## src/rtl/spi_frame_shifter_if.sv

```systemverilog
// Bundles the conditioned serial inputs, the parallel transmit word and
// the received-word outputs of spi_frame_shifter.
// master: the side producing the conditioned inputs and tx_data.
// slave:  the frame shifter itself.
interface spi_frame_shifter_if #(
    parameter int width = 8
);
    logic             cs_n;
    logic             sclk_pe;
    logic             sclk_ne;
    logic             mosi;
    logic [width-1:0] tx_data;
    logic             miso;
    logic [width-1:0] rx_data;
    logic             rx_valid;
    logic             busy;
    logic             frame_err;

    modport master (
        output cs_n, sclk_pe, sclk_ne, mosi, tx_data,
        input  miso, rx_data, rx_valid, busy, frame_err
    );

    modport slave (
        input  cs_n, sclk_pe, sclk_ne, mosi, tx_data,
        output miso, rx_data, rx_valid, busy, frame_err
    );
endinterface

```

## src/rtl/spi_frame_shifter.sv

```systemverilog
// spi_frame_shifter: assembles one MSB-first frame per chip-select assertion
// from conditioned serial-clock edge pulses, shifting tx_data out on miso in
// the same frame. Every output is a flop; there is no input-to-output path.
// Optional feature macro FRAME_PARITY_EN: appends an odd-parity bit to the
// frame in both directions; a bad received parity raises frame_err instead of
// rx_valid.
module spi_frame_shifter #(
    parameter int width = 8
) (
    input  logic                 clk,
    input  logic                 reset,
    spi_frame_shifter_if.slave   bus
);
`ifdef FRAME_PARITY_EN
    localparam int frame_len = width + 1;
`else
    localparam int frame_len = width;
`endif
    localparam int cnt_w = $clog2(width + 2);

    typedef logic [cnt_w-1:0] cnt_t;
    typedef enum logic [1:0] {IDLE, SHIFT, HOLD} state_t;

    localparam cnt_t last_idx = cnt_t'(frame_len - 1);

    state_t               state, state_next;
    cnt_t                 cnt, cnt_next;
    logic [frame_len-1:0] tx_sr, tx_sr_next;
    logic [frame_len-1:0] rx_sr, rx_sr_next;
    logic [width-1:0]     rx_data_q, rx_data_next;
    logic                 miso_q, miso_next;
    logic                 rx_valid_q, rx_valid_next;
    logic                 busy_q, busy_next;
    logic                 frame_err_q, frame_err_next;

    logic [frame_len-1:0] tx_load;
    logic [frame_len-1:0] tx_shift;
    logic [frame_len-1:0] rx_shift;

    // Word loaded into the transmit shifter at frame start
`ifdef FRAME_PARITY_EN
    assign tx_load = {bus.tx_data, ~^bus.tx_data};
`else
    assign tx_load = bus.tx_data;
`endif

    // State and datapath registers
    always_ff @(posedge clk) begin
        // NOTE: the shift registers and rx_data are cleared on reset as well,
        // so an interrupted frame leaves no stale bits behind.
        if (reset) begin
            state       <= IDLE;
            cnt         <= '0;
            tx_sr       <= '0;
            rx_sr       <= '0;
            rx_data_q   <= '0;
            miso_q      <= 1'b0;
            rx_valid_q  <= 1'b0;
            busy_q      <= 1'b0;
            frame_err_q <= 1'b0;
        end else begin
            // NOTE: non-blocking so every flop samples the pre-edge values.
            state       <= state_next;
            cnt         <= cnt_next;
            tx_sr       <= tx_sr_next;
            rx_sr       <= rx_sr_next;
            rx_data_q   <= rx_data_next;
            miso_q      <= miso_next;
            rx_valid_q  <= rx_valid_next;
            busy_q      <= busy_next;
            frame_err_q <= frame_err_next;
        end
    end

    // Next-state, shifting and strobe generation
    always_comb begin
        // NOTE: every variable gets a default first so no latch is inferred.
        state_next     = state;
        cnt_next       = cnt;
        tx_sr_next     = tx_sr;
        rx_sr_next     = rx_sr;
        rx_data_next   = rx_data_q;
        miso_next      = miso_q;
        rx_valid_next  = 1'b0;
        frame_err_next = 1'b0;

        tx_shift    = tx_sr << 1;
        rx_shift    = rx_sr << 1;
        rx_shift[0] = bus.mosi;

        case (state)
            IDLE: begin
                miso_next = 1'b0;
                if (!bus.cs_n) begin
                    tx_sr_next = tx_load;
                    miso_next  = tx_load[frame_len-1];
                    cnt_next   = '0;
                    rx_sr_next = '0;
                    state_next = SHIFT;
                end
            end

            SHIFT: begin
                if (bus.cs_n) begin
                    // Chip select lost mid-frame: abort, even over a final edge
                    state_next     = IDLE;
                    miso_next      = 1'b0;
                    frame_err_next = 1'b1;
                end else if (bus.sclk_pe) begin
                    // Rising edge wins over a coincident falling edge
                    rx_sr_next = rx_shift;
                    cnt_next   = cnt + cnt_t'(1);
                    if (cnt == last_idx) begin
                        state_next = HOLD;
                        miso_next  = 1'b0;
`ifdef FRAME_PARITY_EN
                        if (^rx_shift) begin
                            rx_data_next  = rx_shift[frame_len-1 -: width];
                            rx_valid_next = 1'b1;
                        end else begin
                            frame_err_next = 1'b1;
                        end
`else
                        rx_data_next  = rx_shift;
                        rx_valid_next = 1'b1;
`endif
                    end
                end else if (bus.sclk_ne && cnt != '0) begin
                    // A falling edge before any rising edge is a leading edge
                    tx_sr_next = tx_shift;
                    miso_next  = tx_shift[frame_len-1];
                end
            end

            HOLD: begin
                miso_next = 1'b0;
                if (bus.cs_n) begin
                    state_next = IDLE;
                end
            end

            default: begin
                state_next = IDLE;
                miso_next  = 1'b0;
            end
        endcase

        busy_next = (state_next != IDLE);
    end

    assign bus.miso      = miso_q;
    assign bus.rx_data   = rx_data_q;
    assign bus.rx_valid  = rx_valid_q;
    assign bus.busy      = busy_q;
    assign bus.frame_err = frame_err_q;

endmodule
```

## src/flat_wrapper.sv

```systemverilog
// flat-port wrapper written by rule: the top's interface ports become plain ports
module spi_frame_shifter_flat 
#(
    parameter int width = 8
)
  (clk, reset, bus_cs_n, bus_sclk_pe, bus_sclk_ne, bus_mosi, bus_tx_data, bus_miso, bus_rx_data, bus_rx_valid, bus_busy, bus_frame_err);
  spi_frame_shifter_if #(.width(width)) bus_i ();
  input  logic clk;
  input  logic reset;
  input wire logic [$bits(bus_i.cs_n)-1:0] bus_cs_n;
  input wire logic [$bits(bus_i.sclk_pe)-1:0] bus_sclk_pe;
  input wire logic [$bits(bus_i.sclk_ne)-1:0] bus_sclk_ne;
  input wire logic [$bits(bus_i.mosi)-1:0] bus_mosi;
  input wire logic [$bits(bus_i.tx_data)-1:0] bus_tx_data;
  output wire logic [$bits(bus_i.miso)-1:0] bus_miso;
  output wire logic [$bits(bus_i.rx_data)-1:0] bus_rx_data;
  output wire logic [$bits(bus_i.rx_valid)-1:0] bus_rx_valid;
  output wire logic [$bits(bus_i.busy)-1:0] bus_busy;
  output wire logic [$bits(bus_i.frame_err)-1:0] bus_frame_err;
  assign bus_i.cs_n = bus_cs_n;
  assign bus_i.sclk_pe = bus_sclk_pe;
  assign bus_i.sclk_ne = bus_sclk_ne;
  assign bus_i.mosi = bus_mosi;
  assign bus_i.tx_data = bus_tx_data;
  assign bus_miso = bus_i.miso;
  assign bus_rx_data = bus_i.rx_data;
  assign bus_rx_valid = bus_i.rx_valid;
  assign bus_busy = bus_i.busy;
  assign bus_frame_err = bus_i.frame_err;
  spi_frame_shifter #(.width(width)) u_core (.clk(clk), .reset(reset), .bus(bus_i));
endmodule
```

## config.mk

```make
export PLATFORM = sky130hd
export DESIGN_NAME = spi_frame_shifter_flat
export DESIGN_NICKNAME = d
export VERILOG_FILES = /design/src/rtl/spi_frame_shifter_if.sv /design/src/rtl/spi_frame_shifter.sv /design/src/flat_wrapper.sv
export SDC_FILE = /design/constraint.sdc
export NUM_CORES = 1
export LEC_CHECK = 0
export ABC_AREA = 1
export CAP_MARGIN = 0
export CORE_MARGIN = 2
export CORE_UTILIZATION = 35
export DETAILED_ROUTE_END_ITERATION = 12
export PLACE_DENSITY = 0.64
export SLEW_MARGIN = 10
export SYNTH_ARGS = -nofsm -noshare
export SYNTH_HDL_FRONTEND = slang
export SYNTH_SLANG_ARGS = --single-unit
export TNS_END_PERCENT = 30
```

## constraint.sdc

```tcl
create_clock -name clk -period 2.5 [get_ports clk]
set_clock_uncertainty 0.05 [all_clocks]
set_input_delay 0.5 -clock clk [delete_from_list [all_inputs] [get_ports clk]]
set_output_delay 0.5 -clock clk [all_outputs]
set_load 0.02 [all_outputs]
```

==> flow_summary.json, run 1 <==
{
  "outcome": "finished clean",
  "clk_pin_slew_ps": 70,
  "ios": 26,
  "drt-total-wl_mm": 2.96,
  "min_period_ps": 1790,
  "place_ws_ps": 602,
  "pwr-share-seq": 0.521,
  "die-area_um2": 4510,
  "vdd_drop_max_v": 0.000299,
  "slowest_delay_ps": 610,
  "cts_buffers": 5,
  "postCtsSetupRepairBufs": 0,
  "avgRoutedWirePerCell_um": 11.4,
  "slowest_stage": "clkdlybuf4s50_1",
  "cts.sinks": 32,
  "timing_hold_violations_final": 0,
  "grt_pass1_vias": 1070,
  "yosysTopAreaCell": "dfxtp_1",
  "insertion_delay_ps": 290,
  "gp_congestion": 0.797,
  "synth.distinct_cells": 23,
  "clkPwrFrac": 0.366,
  "fp.dieH_um": 67.2,
  "final.setup.tns_ps": 0,
  "route.detailed.drc": 0,
  "cp.required_ps": 1950,
  "drtPass1Iterations": 4,
  "crit_type": "register to output port",
  "cap_violations": 0,
  "path_delay_family": "buffers and inverters",
  "grt_pass1_wl_mm": 4.88,
  "ant_nets": 0,
  "ys_seq_area_frac": 0.458,
  "power.total_mw": 1.04,
  "die_w_um": 67.2,
  "power.density_nw_per_um2": 591,
  "cts_root_buf": "clkbuf_8",
  "final.setup.worst_slack_ps": 712,
  "synth_area_leaders": "dfxtp_1, nand2_1, a21oi_1",
  "cts_hold_buf": 0,
  "crit_fanout": 2,
  "rsz0062_at_grt": "false",
  "min-delay-path-class": "register to register",
  "cts_resized": 0,
  "antenna_found_initial": 0,
  "nets": 228,
  "path_cells": "clkdlybuf4s50_1",
  "dpl_cell_area_um2": 1680,
  "fmax_ghz": 0.559,
  "syn2layout_area_growth_pct": 25.9,
  "p_sw_mw": 0.271,
  "hpwl_mm": 1.94,
  "fillCellCount": 400,
  "num_vias": 1249,
  "fin_crit_sh": 0.715,
  "final-setup-viol-count": 0,
  "synth-seq-cells": 32,
  "diodes": 0,
  "netlist_area_um2": 1400,
  "tightest_slew_ps": 323,
  "row_count": 22,
  "port_buffers": 25,
  "cp.buffers_inverters": 1,
  "synth_nets": 199,
  "cts_tree": "built",
  "p_sw_frac": 0.261,
  "crit_path_end_kind": "output port",
  "arrival_ps": 1240,
  "gr-usage-all-layers": 0.148,
  "drive_gt1_frac": 0.0991,
  "yosysWarnings": 0,
  "cts_buffer_depth": 2,
  "design.core.area_um2": 3740,
  "htree_levels": 2,
  "syn_avg_cell_area_um2": 7.64,
  "vias_per_cell": 4.80,
  "synth_top_area_share": 0.458,
  "final_area_um2": 1760,
  "p_int_mw": 0.768,
  "detail_route.iter0.violations": 46,
  "synth_cells": 183,
  "drv_slew": 0,
  "start_util": 0.373,
  "grt-ovfl-total": 0,
  "instances_no_fill": 260,
  "pwr-share-comb": 0.113,
  "grt_max_degree": 21,
  "slew_headroom": 0.784,
  "leakagePower_nw": 0.721,
  "placed_cells": 253,
  "startpoint_type": "register"
}
[cells in the mapped netlist, drive strengths merged]
master and number:
a211oi 1, a21oi 26, and2 1, buf 3, clkbuf 2, dfxtp 32, ha 2, inv 12
nand2 52, nand3 21, nor2 16, nor3 4, o211ai 1, o21ai 9, xor2 1
[tightest hold or removal path, delay by kind of cell, from the launching register on]
kind             cells  cell delay, ps
AO/OA/AOI/OAI        1              50
AND/OR/NAND/NOR      1              60
flip-flops           1             310
[final timing paths]
path                    startpoint                    end  slack [ps]  depth (start not counted)
min          u_core.bus.rx_data[2]  u_core.bus.rx_data[2]         410                          2
max                u_core.bus.miso               bus_miso         710                          1
min reg2reg  u_core.bus.rx_data[2]  u_core.bus.rx_data[2]         410                          2
max reg2reg        u_core.state[0]        u_core.tx_sr[4]        1040                          6
[metrics by stage]
stage               hold WS (ps)   util
floorplan                    391      -
global placement             398  0.449
detailed placement           403  0.449
CTS                          412  0.470
global route                 428  0.470
finish                       410  0.470
[per-layer routing]
layer / share of wire / routed length [um] / GRT usage
met1: 0.49 / 1440 / 0.186
met2: 0.43 / 1280 / 0.219
met3: 0.055 / 163 / 0.0483
met4: 0.025 / 73 / 0.0918
met5: 0 / 0 / 0
[placed cells by master, fill, tap and decap left out, drive strengths merged]
cell,netlist,layout
o21ai,9,9
nand2,52,52
nor3,4,4
nand3,21,21
o211ai,1,1
a21oi,26,26
clkbuf,2,6
ha,2,2
a211oi,1,1
buf,3,2
nor2,16,16
xor2,1,1
clkinv,0,1
dfxtp,32,32
and2,1,1
clkdlybuf4s50,0,25
inv,12,12
[cell type report]
class	count	area, um^2	share of cell area
clock buffer	6	72.6	0.0413
clock inverter	1	5.00	0.00284
inverter	12	47.5	0.0270
multi-input combinational	134	668	0.380
sequential	32	641	0.364
tap	48	60.1	0.0341
timing repair buffer	27	265	0.151
[logic make-up (layout without fill, tap and decap cells)]
logic type                 count (synthesis)  after routing  synth area share
adders and majority gates                  2              2            0.0179
DFF                                       32             32             0.458
buffers and inverters                     17             46            0.0636
xor gates and xnor gates                   1              1           0.00627
AOI/OAI and AO/OA                         37             37             0.139
and+or+nand+nor                           94             94             0.315
[sequential cells by signal, indices dropped and copies added, names as in the netlist, 2 cells and up]
name,cells
u_core.bus.rx_data,8
u_core.cnt,4
u_core.rx_sr,7
u_core.state,2
u_core.tx_sr,7
[power by group through the flow]
stage | sequential, mW | combinational, mW | clock [mW]
final | 0.541 | 0.118 | 0.380
after detailed placement | 0.552 | 0.118 | 0
after CTS | 0.541 | 0.119 | 0.393
after global placement | 0.553 | 0.118 | 0
after floorplan | 0.553 | 0.0745 | 0
after global routing | 0.543 | 0.134 | 0.411
No activity file was read; power rests on OpenSTA's default activity.
==> run 2: changes to the inputs <==
Clock period 2.5 ns to 1.83 ns, I/O delays scaled along.
==> run 2 against run 1 <==
Compared with the run above: sequential power grew 37%; clock-buffer cell count is the same; total power increased by 50%; sequential cell count is the same; critical path depth stayed put; clock power rose by 73%; global-route usage fell by 0.19 points; combinational power rose by 38%; largest power group unchanged; highest routed layer unchanged.
==> flow_summary.json, run 2 (synthesis gave the netlist of run 1 again) <==
{
  "outcome": "finished clean",
  "multi_input_area_um2": 668,
  "cts_resized": 0,
  "crit_path_end_kind": "output port",
  "cp.buffers_inverters": 1,
  "drt-total-wl_mm": 2.85,
  "start_util": 0.373,
  "vias_per_cell": 4.75,
  "tightest_slew_ps": 268,
  "crit_fanout": 2,
  "slowest_delay_ps": 610,
  "fp.dieH_um": 67.2,
  "r2r_cells": 6,
  "cts_hold_buf": 0,
  "gp_congestion": 0.795,
  "nets": 230,
  "vdd_drop_max_v": 0.000458,
  "min_period_ps": 1660,
  "cts.sinks": 32,
  "arrival_ps": 1250,
  "path_delay_family": "buffers and inverters",
  "crit_type": "register to output port",
  "htree_levels": 2,
  "hpwl_mm": 2.00,
  "cap_violations": 0,
  "slowest_stage": "clkdlybuf4s50_1",
  "min_to": "u_core.bus.rx_data[3]",
  "grt_pass1_vias": 1156,
  "antenna_found_initial": 0,
  "drive_gt1_frac": 0.112,
  "path_cells": "clkdlybuf4s50_1",
  "cts_buffer_depth": 2,
  "cts_buffers": 5,
  "rr_startpoint": "u_core.cnt[0]",
  "cts_tree": "built",
  "insertion_delay_ps": 280,
  "fin_crit_sh": 0.908,
  "syn2layout_area_growth_pct": 29.1,
  "gr-usage-all-layers": 0.146,
  "fmax_ghz": 0.602,
  "grt_max_degree": 21,
  "slew_headroom": 0.821,
  "path_depth": 1,
  "design.core.area_um2": 3740,
  "timing_hold_violations_final": 0,
  "die-area_um2": 4510,
  "seq_area_um2": 641,
  "drtPass1Iterations": 4,
  "diodes": 0,
  "grt-ovfl-total": 0,
  "cp.required_ps": 1410,
  "ant_nets": 0,
  "startpoint_type": "register",
  "grt_pass1_wl_mm": 4.93,
  "dpl_cell_area_um2": 1700,
  "route.detailed.drc": 0,
  "layout_commonest_cell": "nand2_1",
  "avgRoutedWirePerCell_um": 10.8,
  "ios": 26,
  "row_count": 22,
  "final.setup.tns_ps": 0,
  "power.density_nw_per_um2": 864,
  "largest_register_ffs": 8,
  "min-delay-path-class": "register to register",
  "drv_slew": 0,
  "detail_route.iter0.violations": 64,
  "worstReg2RegEnd": "u_core.bus.rx_data[7]",
  "layout_common_cells": "nand2_1, dfxtp_1, a21oi_1",
  "port_buffers": 25,
  "final-setup-viol-count": 0,
  "postCtsSetupRepairBufs": 0,
  "min_from": "u_core.bus.rx_data[3]",
  "rsz0062_at_grt": "false",
  "num_vias": 1250,
  "final_area_um2": 1800,
  "cts_root_buf": "clkbuf_8",
  "die_w_um": 67.2,
  "clk_pin_slew_ps": 70,
  "leakagePower_nw": 0.744,
  "fillCellCount": 395,
  "rrSetupSlack_ps": 470,
  "whs_path_depth": 2
}
-- run 2: cell types whose count changed in the layout (fill, tap and decap cells not counted), sizes merged --
| cell | change |
|---|---|
| buf | +2 |
| bufinv | +1 |
-- run 2: worst max-delay path by stage --
| stage | from | endpoint | slack, ps |
|---|---|---|---|
| 5_1_grt | u_core.bus.rx_data[6] | bus_rx_data[6] | 130 |
| 3_3_place_gp | bus_sclk_pe | u_core.bus.miso | 100 |
| 3_5_place_dp | bus_sclk_pe | u_core.bus.miso | 30 |
| 4_1_cts | u_core.bus.miso | bus_miso | 160 |
| 6_report | u_core.bus.miso | bus_miso | 170 |
| 2_1_floorplan | u_core.cnt[0] | u_core.bus.rx_data[7] | 610 |
-- run 2: final cells by class --
type                       count  share of cell area
clock buffer                   6              0.0402
tap                           48              0.0333
clock inverter                 2              0.0194
multi-input combinational    134               0.370
timing repair buffer          29               0.155
inverter                      12              0.0264
sequential                    32               0.355
-- run 2: stage by stage --
step	power [mW]	instances	hold WS (ps)	utilization	setup WS, ps
floorplan	0.857	183	391	-	607
global placement	0.918	255	400	0.453	103
detailed placement	0.918	255	403	0.453	34.2
CTS	1.59	263	414	0.482	160
global route	1.63	263	438	0.482	130
finish	1.56	263	409	0.482	168
-- run 2: power breakdown --
group | leakage (nW) | internal (mW) | switching [mW]
Sequential | 0.261 | 0.723 | 0.0168
Combinational | 0.428 | 0.0707 | 0.0928
Clock | 0.0552 | 0.404 | 0.253
Total | 0.744 | 1.20 | 0.363
-- run 2: metal layers --
metal	vias to the layer above	GRT usage	part of all wire
met4	0	0.0714	0.012
li1	662	-	-
met3	6	0.0467	0.051
met2	31	0.231	0.44
met1	551	0.180	0.49
met5	-	0	0
